==> src/rtl/ex_dm_pipe_reg.sv <==
// rtl/ex_dm_pipe_reg.sv - EX->DM pipeline register with sub-word store alignment
//
// Purpose: registers the EX stage into the DM stage with valid/bubble tracking,
// stall (hold), flush (bubble insert), store-lane replication with byte enables,
// access-misalignment trap and an EX-forwarding tap.
//
// Ports:
//   clk, reset                  rising-edge clock, async active-high reset
//   stall, flush                hold stage / replace stage with a bubble
//   valid_in                    EX stage holds a real instruction
//   alu_result_in               effective address / ALU result
//   write_data_in               right-justified store data
//   rd_in, mem_size_in          destination register, access size (B/H/W/D)
//   mem_read_in .. reg_write_in control bits
//   valid_out .. rd_out         registered stage contents
//   byte_en_out                 per-lane store enables
//   misaligned_out              registered alignment fault
//   fwd_valid/fwd_rd/fwd_data   forwarding tap
//   stall_cycles                saturating stalled-cycle counter
module ex_dm_pipe_reg #(
  parameter int DATA_W      = 32,
  parameter int RD_W        = 5,
  parameter int STALL_CNT_W = 16
) (
  input  logic                   clk,
  input  logic                   reset,
  input  logic                   stall,
  input  logic                   flush,
  input  logic                   valid_in,
  input  logic [DATA_W-1:0]      alu_result_in,
  input  logic [DATA_W-1:0]      write_data_in,
  input  logic [RD_W-1:0]        rd_in,
  input  logic [1:0]             mem_size_in,
  input  logic                   mem_read_in,
  input  logic                   mem_write_in,
  input  logic                   mem_to_reg_in,
  input  logic                   reg_write_in,
  output logic                   valid_out,
  output logic [DATA_W-1:0]      mem_address_out,
  output logic [DATA_W-1:0]      write_data_out,
  output logic [DATA_W/8-1:0]    byte_en_out,
  output logic                   mem_read_out,
  output logic                   mem_write_out,
  output logic                   mem_to_reg_out,
  output logic                   reg_write_out,
  output logic [RD_W-1:0]        rd_out,
  output logic                   misaligned_out,
  output logic                   fwd_valid,
  output logic [RD_W-1:0]        fwd_rd,
  output logic [DATA_W-1:0]      fwd_data,
  output logic [STALL_CNT_W-1:0] stall_cycles
);

  localparam int L     = DATA_W / 8;
  localparam int OFF_W = $clog2(L);
  localparam bit IS_32 = (DATA_W == 32);

  logic [OFF_W-1:0]       w_offset;
  logic [2:0]             w_size_mask;   // access bytes minus one
  logic [7:0]             w_lane_mask;   // one bit per accessed byte, right-justified
  logic                   w_size_bad;
  logic                   w_misaligned;
  logic                   w_keep;
  logic [L-1:0]           w_byte_en;
  logic [DATA_W-1:0]      w_wd_rep;

  logic                   r_valid;
  logic [DATA_W-1:0]      r_addr;
  logic [DATA_W-1:0]      r_wdata;
  logic [L-1:0]           r_byte_en;
  logic                   r_mem_read;
  logic                   r_mem_write;
  logic                   r_mem_to_reg;
  logic                   r_reg_write;
  logic [RD_W-1:0]        r_rd;
  logic                   r_misaligned;
  logic [STALL_CNT_W-1:0] r_stall_cycles;

  assign w_offset = alu_result_in[OFF_W-1:0];

  always_comb begin
    w_size_mask = 3'd0;
    w_lane_mask = 8'h01;
    case (mem_size_in)
      2'b00:   begin w_size_mask = 3'd0; w_lane_mask = 8'h01; end
      2'b01:   begin w_size_mask = 3'd1; w_lane_mask = 8'h03; end
      2'b10:   begin w_size_mask = 3'd3; w_lane_mask = 8'h0F; end
      default: begin w_size_mask = 3'd7; w_lane_mask = 8'hFF; end
    endcase
  end

  // A doubleword access cannot be carried on a 32-bit datapath at all.
  assign w_size_bad   = IS_32 && (mem_size_in == 2'b11);
  assign w_misaligned = (mem_read_in | mem_write_in) & valid_in &
                        ((|(w_offset & w_size_mask[OFF_W-1:0])) | w_size_bad);
  assign w_keep       = valid_in & ~w_misaligned;
  assign w_byte_en    = (mem_write_in & w_keep) ? (w_lane_mask[L-1:0] << w_offset) : '0;

  // Lane i carries byte (i mod N) of the store data, so every aligned slot sees it.
  always_comb begin
    w_wd_rep = '0;
    if (!w_size_bad) begin
      for (int i = 0; i < L; i++) begin
        w_wd_rep[i*8 +: 8] = write_data_in[(i & int'(w_size_mask))*8 +: 8];
      end
    end
  end

  always_ff @(posedge clk or posedge reset) begin
    if (reset) begin
      r_valid        <= 1'b0;
      r_addr         <= '0;
      r_wdata        <= '0;
      r_byte_en      <= '0;
      r_mem_read     <= 1'b0;
      r_mem_write    <= 1'b0;
      r_mem_to_reg   <= 1'b0;
      r_reg_write    <= 1'b0;
      r_rd           <= '0;
      r_misaligned   <= 1'b0;
      r_stall_cycles <= '0;
    end else if (flush) begin
      // Bubble: kill everything that has side effects, leave data/rd as-is.
      r_valid      <= 1'b0;
      r_byte_en    <= '0;
      r_mem_read   <= 1'b0;
      r_mem_write  <= 1'b0;
      r_mem_to_reg <= 1'b0;
      r_reg_write  <= 1'b0;
      r_misaligned <= 1'b0;
    end else if (stall) begin
      if (r_stall_cycles != '1) begin
        r_stall_cycles <= r_stall_cycles + 1'b1;
      end
    end else begin
      r_valid      <= valid_in;
      r_addr       <= alu_result_in;
      r_wdata      <= w_wd_rep;
      r_byte_en    <= w_byte_en;
      r_mem_read   <= mem_read_in & w_keep;
      r_mem_write  <= mem_write_in & w_keep;
      r_mem_to_reg <= mem_to_reg_in & valid_in;
      r_reg_write  <= reg_write_in & w_keep;
      r_rd         <= rd_in;
      r_misaligned <= w_misaligned;
    end
  end

  assign valid_out       = r_valid;
  assign mem_address_out = r_addr;
  assign write_data_out  = r_wdata;
  assign byte_en_out     = r_byte_en;
  assign mem_read_out    = r_mem_read;
  assign mem_write_out   = r_mem_write;
  assign mem_to_reg_out  = r_mem_to_reg;
  assign reg_write_out   = r_reg_write;
  assign rd_out          = r_rd;
  assign misaligned_out  = r_misaligned;
  assign stall_cycles    = r_stall_cycles;

  // Loads produce their value only in DM, so they cannot be forwarded from here.
  assign fwd_valid = r_valid & r_reg_write & ~r_mem_to_reg & (r_rd != '0);
  assign fwd_rd    = r_rd;
  assign fwd_data  = r_addr;

endmodule

==> config.mk <==
export PLATFORM = sky130hd
export DESIGN_NAME = ex_dm_pipe_reg
export DESIGN_NICKNAME = d
export VERILOG_FILES = /design/src/rtl/ex_dm_pipe_reg.sv
export SDC_FILE = /design/constraint.sdc
export NUM_CORES = 1
export LEC_CHECK = 0
export ABC_AREA = 1
export CAP_MARGIN = 20
export CORE_MARGIN = 2
export CORE_UTILIZATION = 41
export DETAILED_ROUTE_END_ITERATION = 7
export PLACE_DENSITY = 0.91
export SYNTH_ARGS = -nofsm -noshare
export SYNTH_HDL_FRONTEND = slang
export SYNTH_SLANG_ARGS = --single-unit
==> constraint.sdc <==
create_clock -name clk -period 3.3 [get_ports clk]
set_input_delay 0.495 -clock clk [delete_from_list [all_inputs] [get_ports clk]]
set_output_delay 0.495 -clock clk [all_outputs]
set_load 0.1 [all_outputs]
==> results of run 1 <==
stage by stage:
stage | hold WS [ps] | area (sq um)
2_1_floorplan | 613 | 4540
3_3_place_gp | 465 | 6500
3_5_place_dp | 470 | 6500
4_1_cts | 488 | 6690
5_1_grt | 520 | 6690
6_report | 484 | 6690
sequential cells by signal, summed over array words and instances, names as in the netlist:
name / cells
mem_to_reg_out: 1
reg_write_out: 1
write_data_out: 32
fwd_data: 32
misaligned_out: 1
mem_write_out: 1
stall_cycles: 16
fwd_rd: 5
byte_en_out: 4
mem_read_out: 1
valid_out: 1
worst max-delay path, stage by stage, from the launching register on:
cell	delay [ps]
dfrtp_1	410
nor3_1	70
nand3_1	90
nand4_1	80
inv_1	70
clkdlybuf4s50_1	1130
area by class of cell:
| type | instances | area (sq um) |
|---|---|---|
| clock buffers | 12 | 155 |
| clock inverters | 4 | 30.0 |
| fillers | 913 | 4150 |
| inverters | 22 | 87.6 |
| multi-input cells | 374 | 1690 |
| flip-flops and latches | 95 | 2380 |
| well taps | 140 | 175 |
| repair buffers | 220 | 2170 |
Yosys cell counts, types with 2 or more instances:
cell	instances	area share (%)
nor2_2	4	0.55
clkbuf_1	11	0.91
buf_4	37	6.1
buf_6	2	0.50
a21oi_1	2	0.22
inv_1	20	1.7
nand2_1	228	19
o21ai_0	54	6.0
buf_2	9	0.99
dfrtp_1	95	52
nor2_4	2	0.50
nand3_1	10	1.1
a22o_1	17	3.3
o21ai_1	3	0.33
nand4_1	6	0.83
nor2_1	34	2.8
xnor2_1	6	1.2
power by group:
| group | internal, mW | leakage [nW] | total, mW | switching [mW] |
|---|---|---|---|---|
| Sequential | 1.31 | 1.21 | 1.44 | 0.137 |
| Combinational | 0.509 | 1.78 | 2.30 | 1.79 |
| Clock | 0.318 | 0.0926 | 0.722 | 0.405 |
| Total | 2.13 | 3.08 | 4.47 | 2.33 |
worst paths after layout:
path | from | to | slack [ps] | depth (start not counted)
min in group asynchronous | reset | fwd_data[4] | 580 | 2
max in group asynchronous | reset | fwd_data[19] | 2010 | 3
setup / recovery | fwd_rd[1] | fwd_valid | 600 | 5
hold reg to reg | mem_write_out | mem_write_out | 480 | 2
hold / removal | mem_write_out | mem_write_out | 480 | 2
setup reg to reg | stall_cycles[0] | stall_cycles[12] | 1400 | 7
per-layer routing:
layer  GRT usage, %  up-vias  share of wire [%]
met1           28.2     1981                 42
met5              0        -                  0
li1               -     2051                  -
met2           36.8      204                 48
met4           6.69        0                1.7
met3           4.90       16                8.6
kinds of logic after synthesis:
| kind of cell | after synthesis | synth area share, % |
|---|---|---|
| AO/OA/AOI/OAI | 78 | 10.3 |
| XOR/XNOR | 7 | 1.35 |
| adder cells (fa/ha/maj) | 1 | 0.275 |
| buffers and inverters | 82 | 10.5 |
| flip-flops | 95 | 52.3 |
| AND/OR/NAND/NOR | 288 | 25.3 |
==> Flow_metrics.wiki, run 1 <==
{| class="wikitable"
! Metric !! Value
|-
| Relative max-transition margin || 31.0%
|-
| Vias post-DR || 4252
|-
| Worst hold path type || reg -> reg
|-
| Worst skew pair latency || 350 ps
|-
| Count of nets left with antenna violations after detail routing || 0
|-
| P&R area growth vs syn || 47.2%
|-
| Unrepaired setup endpoints after global routing || no
|-
| Worst IR drop on VDD || 0.000396 V
|-
| N_diodes || 0
|-
| Post-cts resize count || 0
|-
| Overall routing resource usage || 21.9%
|-
| Cell area power density || 668 mW/mm^2
|-
| Final Max Tran Viols || 0
|-
| Largest net degree at the start of global routing || 51
|-
| Post-synthesis cell count || 551
|-
| Critical Setup Path Class || reg -> out
|-
| Highest net fanout along the worst path || 4
|-
| Total number of nets in the final design || 803
|-
| Number of top-level pins || 213
|-
| GP Congestion || 0.886
|-
| Post-Route Setup TNS || 0 ps
|-
| Number of distinct library cells after synthesis || 28
|-
| Fin crit period || 2700 ps
|-
| Async set-or-reset flop fraction in the synthesized netlist || 100%
|-
| Data required time at the worst endpoint || 2800 ps
|-
| Number of synthesized register bits || 95
|-
| Number of buffers created by CTS || 9
|-
| Final period utilization || 81.8%
|-
| Crit end category || output pin
|-
| Die area || 0.0119 sq mm
|-
| First-pass GRT wire length || 20300 microns
|-
| Post-Route Skew || 10.6 ps
|-
| Setup violators final || 0
|-
| Chip width || 109 microns
|-
| CTS root buf || clkbuf_8
|-
| Clock-pin transition on the worst setup and hold timing paths || 90 ps
|-
| Final Util || 61.7%
|-
| Row Count || 38
|-
| Most frequent cells in the layout || 228 x nand2_1, 201 x clkdlybuf4s50_1, 95 x dfrtp_1
|-
| Die span in y || 109 microns
|-
| Cell Area, Synth || 0.00454 sq mm
|-
| CTS tree || yes
|-
| Via count of the first global-routing pass || 3973
|-
| Via-per-instance ratio || 4.90
|-
| Placed insts || 851
|-
| Reported max-cap violation count || 0
|-
| Antenna violations before repair || 0
|-
| Post-Syn Area per Cell || 8.24 sq um
|-
| Yosys Warn Count || 0
|-
| Port Buffers || 212
|-
| Most instantiated flip-flop cell in the synthesis netlist || dfrtp_1
|-
| Number of clock sinks seen by CTS || 95
|-
| Initial detailed-routing violation count || 265
|-
| Post-CTS repair timing setup buffer count || 0
|-
| Fin worst setup slack || 600 ps
|-
| Area inside the core boundary || 0.0108 sq mm
|-
| Starting density of the core || 41.9%
|-
| Sequential share of the synthesized area || 52.3%
|-
| Sort of element at the start of the critical path || flop
|-
| Half-perimeter wire length of the detailed placement result || 9590 microns
|-
| Non-filler instance count after layout || 867
|-
| Leakage || 3.08 nW
|-
| Mapped Nets || 632
|-
| Hold-fix buffers at CTS || 0
|-
| Most frequent standard cell in the layout excluding fill and tap cells || nand2_1
|-
| Hold Vio Cnt, Final || 0
|-
| Count of TritonRoute iterations in the first routing pass || 7
|-
| Slew of the pin with the lowest slew margin || 1030 ps
|-
| EDFF count, synth || 0
|-
| H-tree level count || 3
|-
| Total power draw || 4.47 mW
|-
| Setup slack after placement || 616 ps
|-
| Outcome || completed
|-
| Wire length reported by the detailed router || 13100 microns
|-
| F_max || 370 MHz
|-
| Total congestion overflow after global routing || 0
|-
| CTS Buffer Depth || 2
|-
| Data arrival time of the worst path || 2210 ps
|-
| Post-route DRC || 0
|-
| Average wire length per cell after detail routing || 15.1 microns
|-
| Layout cells sized above 1 || 6.46%
|}
Note: power is estimated with default switching activity, not from simulation.
==> inputs of run 2 (changes only) <==
==> constraint.sdc (replaced) <==
create_clock -name clk -period 2.6 [get_ports clk]
set_input_delay 0.39 -clock clk [delete_from_list [all_inputs] [get_ports clk]]
set_output_delay 0.39 -clock clk [all_outputs]
set_load 0.1 [all_outputs]
==> run 2 against run 1 <==
Global-route usage down 0.33 points. Core utilization down 2.9 points. Routed wire length down 1.2%. Largest cell class unchanged. Highest routed layer unchanged.
==> Flow_metrics.wiki, run 2 (synthesis gave the netlist of run 1 again) <==
{| class="wikitable"
! Metric !! Value
|-
| Outcome || completed
|-
| Critical R2R Capture || stall_cycles[12]
|-
| Beginning of the worst hold path || mem_read_out
|-
| Reg2reg setup slack || 740 ps (-660 ps)
|-
| Setup slack after placement || 347 ps (-269 ps)
|-
| Critical Path Max Stage Delay || 440 ps (-690 ps)
|-
| Slew of the pin with the lowest slew margin || 999 ps (-32.5 ps)
|-
| Most frequent cells in the layout || 228 x nand2_1, 140 x buf_4, 95 x dfrtp_1
|-
| Final period utilization || 72.8%
|-
| CTS tree || yes
|-
| Starting density of the core || 41.9% (unchanged)
|-
| Number of top-level pins || 213 (unchanged)
|-
| First-pass GRT wire length || 19700 microns (-2.8%)
|-
| P&R area growth vs syn || 40.3%
|-
| Average wire length per cell after detail routing || 14.9 microns (-1.2%)
|-
| Antenna violations before repair || 0 (unchanged)
|-
| Worst skew pair latency || 350 ps (about the same)
|-
| Hold Vio Cnt, Final || 0 (unchanged)
|-
| H-tree level count || 3 (unchanged)
|-
| Kind of cell adding the most delay to the critical path || flip-flops
|-
| Post-route DRC || 0 (unchanged)
|-
| Via count of the first global-routing pass || 3982 (+0.23%)
|-
| Count of TritonRoute iterations in the first routing pass || 6 (-1)
|-
| Worst-case reg-to-reg path depth || 7 (unchanged)
|-
| Port Buffers || 212 (unchanged)
|-
| Area inside the core boundary || 0.0108 sq mm (unchanged)
|-
| Cell area power density || 874 mW/mm^2 (+31%)
|-
| Die area || 0.0119 sq mm (unchanged)
|-
| Fin crit period || 1890 ps
|-
| Endpoint with the worst hold slack || mem_read_out
|-
| Worst hold path type || reg -> reg
|-
| Hold-fix buffers at CTS || 0 (unchanged)
|-
| Chip width || 109 microns (unchanged)
|-
| Post-Route Skew || 5.09 ps (-5.56 ps)
|-
| Total number of nets in the final design || 803 (unchanged)
|-
| Crit end category || output pin
|-
| Via-per-instance ratio || 4.93 (+0.49%)
|-
| Final hold slack || 487 ps (+3.22 ps)
|-
| Critical path, cell by cell || nor3_1 > nand3_1 > nand4_1 > inv_1 > buf_4
|-
| Hold depth || 2 (unchanged)
|-
| CTS root buf || clkbuf_8
|-
| Post-Route Setup TNS || 0 ps (unchanged)
|-
| Post-cts resize count || 0 (unchanged)
|-
| Setup violators final || 0 (unchanged)
|-
| Final Max Tran Viols || 0 (unchanged)
|-
| Number of buffers created by CTS || 9 (unchanged)
|-
| Wire length reported by the detailed router || 12900 microns (-1.2%)
|-
| Final Util || 58.8% (-2.9 points)
|-
| Largest net degree at the start of global routing || 96 (+88%)
|-
| GP Congestion || 0.932 (+5.3%)
|-
| Number of clock sinks seen by CTS || 95 (unchanged)
|-
| Reported max-cap violation count || 0 (unchanged)
|-
| F_max || 528 MHz
|-
| Register cell area after layout || 0.00238 sq mm (unchanged)
|-
| Sort of element at the start of the critical path || flop
|-
| Count of nets left with antenna violations after detail routing || 0 (unchanged)
|-
| N_diodes || 0 (unchanged)
|-
| Standard cell with the maximum stage delay on the critical path || dfrtp_1
|-
| Clock-pin transition on the worst setup and hold timing paths || 90 ps (about the same)
|-
| Layout cells sized above 1 || 23.1% (+17 points)
|-
| Leakage || 3.24 nW (+5.1%)
|-
| Post-CTS repair timing setup buffer count || 0 (unchanged)
|-
| Total congestion overflow after global routing || 0 (unchanged)
|-
| Die span in y || 109 microns (unchanged)
|-
| Vias post-DR || 4273 (+0.49%)
|-
| Count of buffering cells on the critical path with inverters included || 2 (unchanged)
|-
| Most frequent standard cell in the layout excluding fill and tap cells || nand2_1
|-
| Multi-input gate area in the final layout || 0.00169 sq mm (unchanged)
|-
| Fin worst setup slack || 707 ps (+108 ps)
|-
| Half-perimeter wire length of the detailed placement result || 9460 microns (-1.3%)
|-
| Unrepaired setup endpoints after global routing || no
|-
| Row Count || 38 (unchanged)
|-
| Data arrival time of the worst path || 1500 ps (-710 ps)
|-
| Critical R2R Launch || stall_cycles[0]
|-
| Count of fill cells added during filler insertion || 955 (+4.6%)
|-
| Highest net fanout along the worst path || 4 (unchanged)
|-
| Overall routing resource usage || 21.5% (-0.33 points)
|-
| Relative max-transition margin || 33.4% (+2.4 points)
|-
| Worst IR drop on VDD || 0.000533 V (+35%)
|-
| Critical Setup Path Class || reg -> out
|-
| Data required time at the worst endpoint || 2210 ps (-590 ps)
|-
| Initial detailed-routing violation count || 268 (+1.1%)
|-
| CTS Buffer Depth || 2 (unchanged)
|}
-- run 2: power breakdown --
part / internal [mW] / total [mW] / switching [mW]
logic: 0.561 / 2.83 / 2.27
registers: 1.66 / 1.83 / 0.178
clock network: 0.399 / 0.900 / 0.502
total: 2.62 / 5.57 / 2.95
-- run 2: area by class of cell --
cell class / instances / area share (%)
inverter: 22 / 1.39
multi-input combinational: 374 / 26.6
sequential: 95 / 37.3
timing repair buffer: 220 / 29.2
clock inverter: 3 / 0.275
tap: 140 / 2.75
clock buffer: 13 / 2.49
-- run 2: how the worst max path moves through the flow --
stage | start | endpoint | cells past startpoint
5_1_grt | stall_cycles[0] | stall_cycles[11] | 7
3_5_place_dp | stall | misaligned_out | 5
4_1_cts | fwd_rd[0] | fwd_valid | 5
2_1_floorplan | fwd_rd[0] | fwd_valid | 4
3_3_place_gp | stall | misaligned_out | 5
6_report | fwd_rd[0] | fwd_valid | 5
-- run 2: stage by stage --
| step | instance area (sq um) | power (mW) | std cells |
|---|---|---|---|
| 5_1_grt | 6370 | 5.77 | 867 |
| 3_3_place_gp | 6200 | 4.68 | 851 |
| 2_1_floorplan | 4550 | 4.12 | 551 |
| 6_report | 6370 | 5.57 | 867 |
| 4_1_cts | 6370 | 5.60 | 867 |
| 3_5_place_dp | 6200 | 4.70 | 851 |
-- run 2: worst reg2reg max path, stage by stage, from the launching register on --
cell     delay, ps
dfrtp_1        460
ha_1           320
inv_4           90
nor2_4          50
nand2_4        100
nor2_2          60
nor2_2         480
o21ai_0        170
-- run 2: layer usage --
layer  GRT usage, %  part of all wire [%]  up-vias
li1               -                     -     2048
met1           26.8                    41     1961
met2           35.7                    47      235
met3           5.26                   8.9       29
met4           9.22                   2.9        0
met5              0                     0        -
==> inputs of run 3 (changes only) <==
--- a/config.mk
+++ b/config.mk
@@ -8,9 +8,9 @@
 export ABC_AREA = 1
 export CAP_MARGIN = 20
 export CORE_MARGIN = 2
-export CORE_UTILIZATION = 41
+export CORE_UTILIZATION = 37
 export DETAILED_ROUTE_END_ITERATION = 7
-export PLACE_DENSITY = 0.91
+export PLACE_DENSITY = 0.87
 export SYNTH_ARGS = -nofsm -noshare
 export SYNTH_HDL_FRONTEND = slang
 export SYNTH_SLANG_ARGS = --single-unit
==> constraint.sdc (replaced) <==
create_clock -name clk -period 1.65 [get_ports clk]
set_input_delay 0.2475 -clock clk [delete_from_list [all_inputs] [get_ports clk]]
set_output_delay 0.2475 -clock clk [all_outputs]
set_load 0.1 [all_outputs]
==> run 3 against run 2 <==
The flow now finishes with violations (negative setup slack). Core utilization is 12 points higher. Global-route usage is 1.8 points higher. Via count is 6.0% higher. Routed wire length is 15% higher. First-iteration DRC count is 3.7% lower. Sequential share of layout area is 9.0 points lower. Flip-flop and latch count stayed put. Sequential power is 70% higher. Hold slack worse by 220 ps. Final area is 33% higher. Critical path depth stayed put.
==> Flow_metrics.wiki, run 3 (synthesis gave the netlist of run 1 again) <==
{| class="wikitable"
! Metric !! Value
|-
| Outcome || finished, violations left
|-
| Violations in the final reports || negative setup slack
|-
| CTS Buffer Depth || 2 (unchanged)
|-
| Non-filler instance count after layout || 900 (+3.8%)
|-
| Via-per-instance ratio || 5.03 (+2.1%)
|-
| Post-cts resize count || 0 (unchanged)
|-
| Wire length reported by the detailed router || 14900 microns (+15%)
|-
| Area inside the core boundary || 0.0120 sq mm (+11%)
|-
| Number of buffers created by CTS || 9 (unchanged)
|-
| Data required time at the worst endpoint || 1400 ps (-810 ps)
|-
| Port Buffers || 212 (unchanged)
|-
| Total power draw || 10.7 mW (+92%)
|-
| Relative max-transition margin || 69.3% (+36 points)
|-
| Fin worst setup slack || -43.7 ps (-751 ps)
|-
| Sort of element at the start of the critical path || flop
|-
| Cell area power density || 1260 mW/mm^2 (+44%)
|-
| Final period utilization || 103%
|-
| Worst IR drop on VDD || 0.000703 V (+32%)
|-
| Layout cells sized above 1 || 29.6% (+6.5 points)
|-
| Post-Route Skew || 3.03 ps (-2.06 ps)
|-
| F_max || 590 MHz
|-
| Post-Route Setup TNS || -43.7 ps (-43.7 ps)
|-
| Placed insts || 880 (+3.4%)
|-
| Count of nets left with antenna violations after detail routing || 0 (unchanged)
|-
| Most frequent cells in the layout || 228 x nand2_1, 141 x buf_12, 79 x clkdlybuf4s50_1
|-
| Most frequent standard cell in the layout excluding fill and tap cells || nand2_1
|-
| Leakage || 3.90 nW (+20%)
|-
| Average wire length per cell after detail routing || 16.5 microns (+11%)
|-
| Setup violators final || 1 (+1)
|-
| Vias post-DR || 4529 (+6.0%)
|-
| Slew of the pin with the lowest slew margin || 460 ps (-539 ps)
|-
| Hold-fix buffers at CTS || 0 (unchanged)
|-
| Worst hold path type || in -> async
|-
| N_diodes || 0 (unchanged)
|-
| Data arrival time of the worst path || 1450 ps (-50 ps)
|-
| Crit end category || output pin
|-
| Half-perimeter wire length of the detailed placement result || 11500 microns (+21%)
|-
| CTS root buf || clkbuf_16
|-
| Worst skew pair latency || 340 ps (about the same)
|-
| Via count of the first global-routing pass || 4532 (+14%)
|-
| Count of TritonRoute iterations in the first routing pass || 5 (-1)
|-
| Row Count || 40 (+5.3%)
|-
| Critical R2R Launch || stall_cycles[13]
|-
| Final Max Tran Viols || 0 (unchanged)
|-
| Largest net degree at the start of global routing || 54 (-44%)
|-
| Hold Vio Cnt, Final || 0 (unchanged)
|-
| Overall routing resource usage || 23.3% (+1.8 points)
|-
| Reg2reg setup slack || 190 ps (-550 ps)
|-
| Total number of nets in the final design || 830 (+3.4%)
|-
| Post-route DRC || 0 (unchanged)
|-
| First-pass GRT wire length || 23700 microns (+20%)
|-
| GP Congestion || 0.879 (-5.7%)
|-
| Total congestion overflow after global routing || 0 (unchanged)
|-
| Highest net fanout along the worst path || 2 (-2)
|-
| Setup slack after placement || -123 ps (-470 ps)
|-
| Initial detailed-routing violation count || 258 (-3.7%)
|-
| Fin crit period || 1690 ps
|-
| Chip width || 115 microns (+5.1%)
|-
| Count of fill cells added during filler insertion || 822 (-14%)
|-
| Worst-case reg-to-reg path depth || 8 (+1)
|-
| H-tree level count || 3 (unchanged)
|-
| Starting density of the core || 37.8% (-4.1 points)
|-
| Clock-pin transition on the worst setup and hold timing paths || 70 ps (-20 ps)
|-
| Final Util || 70.7% (+12 points)
|-
| Number of clock sinks seen by CTS || 95 (unchanged)
|-
| CTS tree || yes
|-
| Antenna violations before repair || 0 (unchanged)
|-
| Die area || 0.0132 sq mm (+10%)
|-
| Unrepaired setup endpoints after global routing || yes
|-
| Number of top-level pins || 213 (unchanged)
|-
| Reported max-cap violation count || 0 (unchanged)
|-
| Die span in y || 115 microns (+5.1%)
|-
| P&R area growth vs syn || 87.1%
|-
| Critical Setup Path Class || reg -> out
|-
| Critical R2R Capture || stall_cycles[12]
|}
## run 3: metal layers
metal  share of wire (%)  routed length (microns)  GRT usage [%]
met1                  37                     5460           27.4
met2                  51                     7640           40.6
met3                 9.5                     1420           6.38
met4                 2.4                      363           9.56
met5                   0                        0              0
## run 3: repair_timing
action / in CTS / in global routing
setup buffers: 3 / 2
endpoints found under the hold margin: 0 / 0
endpoints found under the setup margin: 1 / 2
pin swaps: 1 / 2
## run 3: cell type report
type                       instances  area (sq um)  share of cell area, %
clock buffer                      10           239                   2.81
clock inverter                     5          35.0                  0.412
inverter                          22          92.6                   1.09
multi-input combinational        374          1720                   20.3
sequential                        95          2410                   28.3
tap                              147           184                   2.16
timing repair buffer             247          3820                   44.9
## run 3: how the worst max path moves through the flow
stage                          from                  to  slack [ps]  cells past startpoint
finish                    fwd_rd[3]           fwd_valid         -40                      5
global route              fwd_rd[3]           fwd_valid        -100                      5
CTS                       fwd_rd[1]           fwd_valid         -70                      5
detailed placement   mem_size_in[1]  write_data_out[21]        -120                      6
global placement     mem_size_in[1]      byte_en_out[2]         -30                      6
floorplan           stall_cycles[0]    stall_cycles[13]         -70                      8
## run 3: power breakdown
group	internal, mW	switching (mW)	total, mW
Combinational	1.98	3.67	5.65
Sequential	2.63	0.483	3.11
Clock	1.05	0.889	1.94
Total	5.66	5.04	10.7
## run 3: stage by stage
stage / hold WS [ps] / area (sq um)
after global routing: 302 / 8500
after detailed placement: 534 / 8170
after floorplan: 365 / 4610
final: 266 / 8500
after CTS: 260 / 8470
after global placement: 531 / 8170
## run 3: critical path, stage by stage, from the launching register on
cell and delay, ps:
dfrtp_2 410, nor3_2 190, nand3_1 100, nand4_1 120, clkinvlp_4 120, buf_12 170
==> edit 1: new RTL, flow settings as in run 2 <==
The parameter `RD_W` goes from 5 to 6.
--- a/src/rtl/ex_dm_pipe_reg.sv
+++ b/src/rtl/ex_dm_pipe_reg.sv
@@ -21,3 +21,3 @@
   parameter int DATA_W      = 32,
-  parameter int RD_W        = 5,
+  parameter int RD_W        = 6,
   parameter int STALL_CNT_W = 16
Ports: changed (resized fwd_rd, rd_in and rd_out); port bits go from 213 to 216. No check against the original RTL was run, so the function may have changed too.
==> edit 1 against run 2 <==
Utilization up 0.95 points; power rose by 3.4%; clock skew grew 0.0013 ns; synthesized area increased by 0.66%; sequential cell count rose by 1; hold slack better by 0.014 ns; worst setup slack better by 0.030 ns; largest cell class unchanged; critical path depth up 3; wire length is 1.7% lower; synthesized cell count up 1.1%; design area up 1.6%; critical path type is now flip-flop to flip-flop.
==> edit 1: results (changes against run 2) <==
[finish]
buf_share = 0.2913  ; was 0.2921
layout.nets = 812  ; was 803
final_layout_size_suffix_gt1_frac = 0.2340  ; was 0.2311
fin_area_um2 = 6476  ; was 6374 um2
regArea_um2 = 2402  ; was 2377 um2
buffers = 223  ; was 220
nFillCells = 977  ; was 955
clock_area_frac = 0.03400  ; was 0.02768
multi_input_area_share = 0.2633  ; was 0.2658
nMultiInputCombCells = 378  ; was 374
seq_cells = 96  ; was 95

[setup_path]
crit_path_top_delay_cell = nor2_2  ; was dfrtp_1
critPathTopFamily = simple AND/OR/NAND/NOR gates  ; was flip-flops
critPathMaxFanout = 16  ; was 4
arrival_ns = 2.15  ; was 1.50 ns
crit_path_max_incr_delay_ns = 0.51  ; was 0.44 ns

[drt]
vias_per_cell = 4.866  ; was 4.928
drtIter0Drc = 287  ; was 268
wl_per_cell_um = 14.50  ; was 14.88 um
wirelength_mm = 12.69  ; was 12.90 mm
met3WireLength_mm = 1.269  ; was 1.153 mm
wl_met1_mm = 4.901  ; was 5.314 mm

[synthesis]
synthCells = 557  ; was 551
yosys-top-cells-area = dfrtp_1 53%, nand2_1 19%, buf_4 6.2%  ; was dfrtp_1 52%, nand2_1 19%, buf_4 6.1%
syn_nets = 639  ; was 632
synth_edf_count = 0  ; unchanged
synth-seq-area-share = 0.5255  ; was 0.5234
synth_top_area_frac = 0.5255  ; was 0.5234

[placed_design]
dpl_worst_slack_ns = 0.5282  ; was 0.3467 ns
placed_area_um2 = 6256  ; was 6197 um2
gp_congestion = 0.8668  ; was 0.9321
dp_cells = 859  ; was 851

[global_route]
grt_max_degree = 97  ; was 96
grt_pass1_vias = 4082  ; was 3982
grtUsageTotal = 0.2166  ; was 0.2155
use_met1 = 0.2571  ; was 0.2684
use_met3 = 0.05928  ; was 0.05260
use_met2 = 0.3735  ; was 0.3567

[power]
pwr-share-seq = 0.320  ; was 0.329
intPower_mw = 2.779  ; was 2.616 mW
vdd_drop_max_mv = 0.4720  ; was 0.5333 mV

[clocking]
post_cts_buffers = 0  ; unchanged

[timing]
slew-limit-headroom = 0.5521  ; was 0.3339
clock_skew_ns = 0.006388  ; was 0.005093 ns

[run_status]
status = finished, final reports clean  ; unchanged

edit 1: cell families (layout without fill, tap and decap cells):
family,count (synthesis),count (layout),synth area share
AOI/OAI and AO/OA,78,78,0.1024
buffers and inverters,83,261,0.1032
DFF,96,96,0.5255
adders and majority gates,1,1,0.002736
and+or+nand+nor,292,292,0.2529
xor gates and xnor gates,7,7,0.01341
edit 1: final timing paths:
check	to	slack [ns]	start	cells past startpoint
worst min-delay path	write_data_out[19]	0.50	write_data_out[19]	2
worst min register to register	write_data_out[19]	0.50	write_data_out[19]	2
worst max register to register	stall_cycles[12]	0.74	stall_cycles[0]	8
worst max-delay path	stall_cycles[12]	0.74	stall_cycles[0]	8
min in group asynchronous	fwd_data[11]	0.52	reset	3
max in group asynchronous	write_data_out[14]	1.69	reset	3
==> edit 2: new RTL, flow settings as in run 2 <==
Without the edit above. Reset style: synchronous (`reset`), changed in one clocked block. Comments in the files are not updated.
--- a/src/rtl/ex_dm_pipe_reg.sv
+++ b/src/rtl/ex_dm_pipe_reg.sv
@@ -108,3 +108,3 @@
 
-  always_ff @(posedge clk or posedge reset) begin
+  always_ff @(posedge clk) begin
     if (reset) begin
Formal check against the unedited RTL: differs if reset is asserted again (counterexample within 4 cycles, from zero or initial values and one cycle with reset high); with reset held inactive, the same outputs for 4 cycles.
==> edit 2 against run 2 <==
Wire length is 1.6% higher; worst setup slack better by 0.034 ns; design area is 0.65% lower; critical path depth stayed put; sequential cell count stayed put; via count is 5.9% higher; first-iteration DRC count is 1.5% lower; synthesized area is 0.30% higher; clock skew is 0.012 ns higher; hold slack worse by 0.095 ns; critical endpoint is now write_data_out[31].
Power is not compared: it rests on default switching activity, and its combinational part moved more than twofold at a synthesized area within 25%.
==> edit 2: results (changes against run 2) <==
[run_status]
status = finished, final reports clean  ; unchanged

[synthesis]
synth-seq-area-share = 0.4175  ; was 0.5234
avgSynthCellArea_um2 = 7.266  ; was 8.243 um2
yosys-top-cells-area = dfxtp_1 42%, nand2_1 12%, nor2_1 8.8%  ; was dfrtp_1 52%, nand2_1 19%, buf_4 6.1%
synth-compound-area-share = 0.1467  ; was 0.1030
synth_common_cells = 150 x nand2_1, 107 x nor2_1, 95 x dfxtp_1, 59 x o21ai_0, 50 x a21oi_1  ; was 228 x nand2_1, 95 x dfrtp_1, 54 x o21ai_0, 37 x buf_4, 34 x nor2_1
syn_nets = 708  ; was 632
synth.distinct_cells = 33  ; was 28
synth_fa_ha_area_frac = 0.002746  ; was 0.002755
ys.flop_type = dfxtp_1  ; was dfrtp_1
synth_xor_area_frac = 0.009613  ; was 0.01350

[setup_path]
crit_path_top_delay_cell = nor2_1  ; was dfrtp_1
r2r-start = stall_cycles[0]  ; unchanged
startpoint = mem_size_in[0]  ; was fwd_rd[0]
arrival_ns = 2.08  ; was 1.50 ns
cp-endpoint = write_data_out[31]  ; was fwd_valid
crit_path_max_incr_delay_ns = 0.65  ; was 0.44 ns
critPathTopFamily = simple AND/OR/NAND/NOR gates  ; was flip-flops
critPathMaxFanout = 11  ; was 4

[timing]
worst_pin_slew_ns = 0.7266  ; was 0.9992 ns
clock_skew_ns = 0.01691  ; was 0.005093 ns

[finish]
final_layout_size_suffix_gt1_frac = 0.2516  ; was 0.2311
layout.nets = 871  ; was 803

[drt]
drtPass1Iterations = 5  ; was 6
drtIter0Drc = 264  ; was 268
met2_length_mm = 6.537  ; was 6.057 mm
wl_met1_mm = 5.246  ; was 5.314 mm
wl_per_cell_um = 14.02  ; was 14.88 um
vias_per_cell = 4.840  ; was 4.928
met3WireLength_mm = 1.174  ; was 1.153 mm

[placed_design]
dp_hpwl_mm = 10.00  ; was 9.463 mm
dp_cells = 919  ; was 851
gp_congestion = 0.9008  ; was 0.9321
dpl_worst_slack_ns = 0.4176  ; was 0.3467 ns
placed_area_um2 = 6150  ; was 6197 um2

[global_route]
grt_pass1_vias = 4106  ; was 3982
grt_pass1_wl_mm = 19.95  ; was 19.72 mm
grt_max_degree = 44  ; was 96
use_met2 = 0.3713  ; was 0.3567
use_met1 = 0.2486  ; was 0.2684
grtUsageTotal = 0.2090  ; was 0.2155

[worst_hold_path]
min_to = misaligned_out  ; was mem_read_out
holdCritStartpoint = reset  ; was mem_read_out
min_path_type = primary input to flip-flop  ; was flip-flop to flip-flop
hold_depth = 4  ; was 2

==> edit 2: area by class of cell <==
| type | count | area (um2) |
|---|---|---|
| clock buffer | 11 | 141.4 |
| clock inverter | 5 | 41.29 |
| fill | 995 | 4508 |
| inverter | 27 | 113.9 |
| multi-input combinational | 437 | 2102 |
| sequential | 95 | 1902 |
| tap | 140 | 175.2 |
| timing repair buffer | 220 | 1857 |
==> edit 2: logic make-up (layout without fill, tap and decap cells) <==
| family | Yosys count | count (layout) |
|---|---|---|
| AOI/OAI and AO/OA | 123 | 123 |
| xor gates and xnor gates | 5 | 5 |
| adders and majority gates | 1 | 1 |
| buffers and inverters | 95 | 263 |
| DFF | 95 | 95 |
| and+or+nand+nor | 308 | 308 |
==> edit 2: where the power goes <==
part	total (mW)	switching [mW]	internal, mW
sequential	1.57	0.0527	1.52
clock	0.916	0.534	0.382
combinational	1.26	0.960	0.297
total	3.74	1.55	2.20
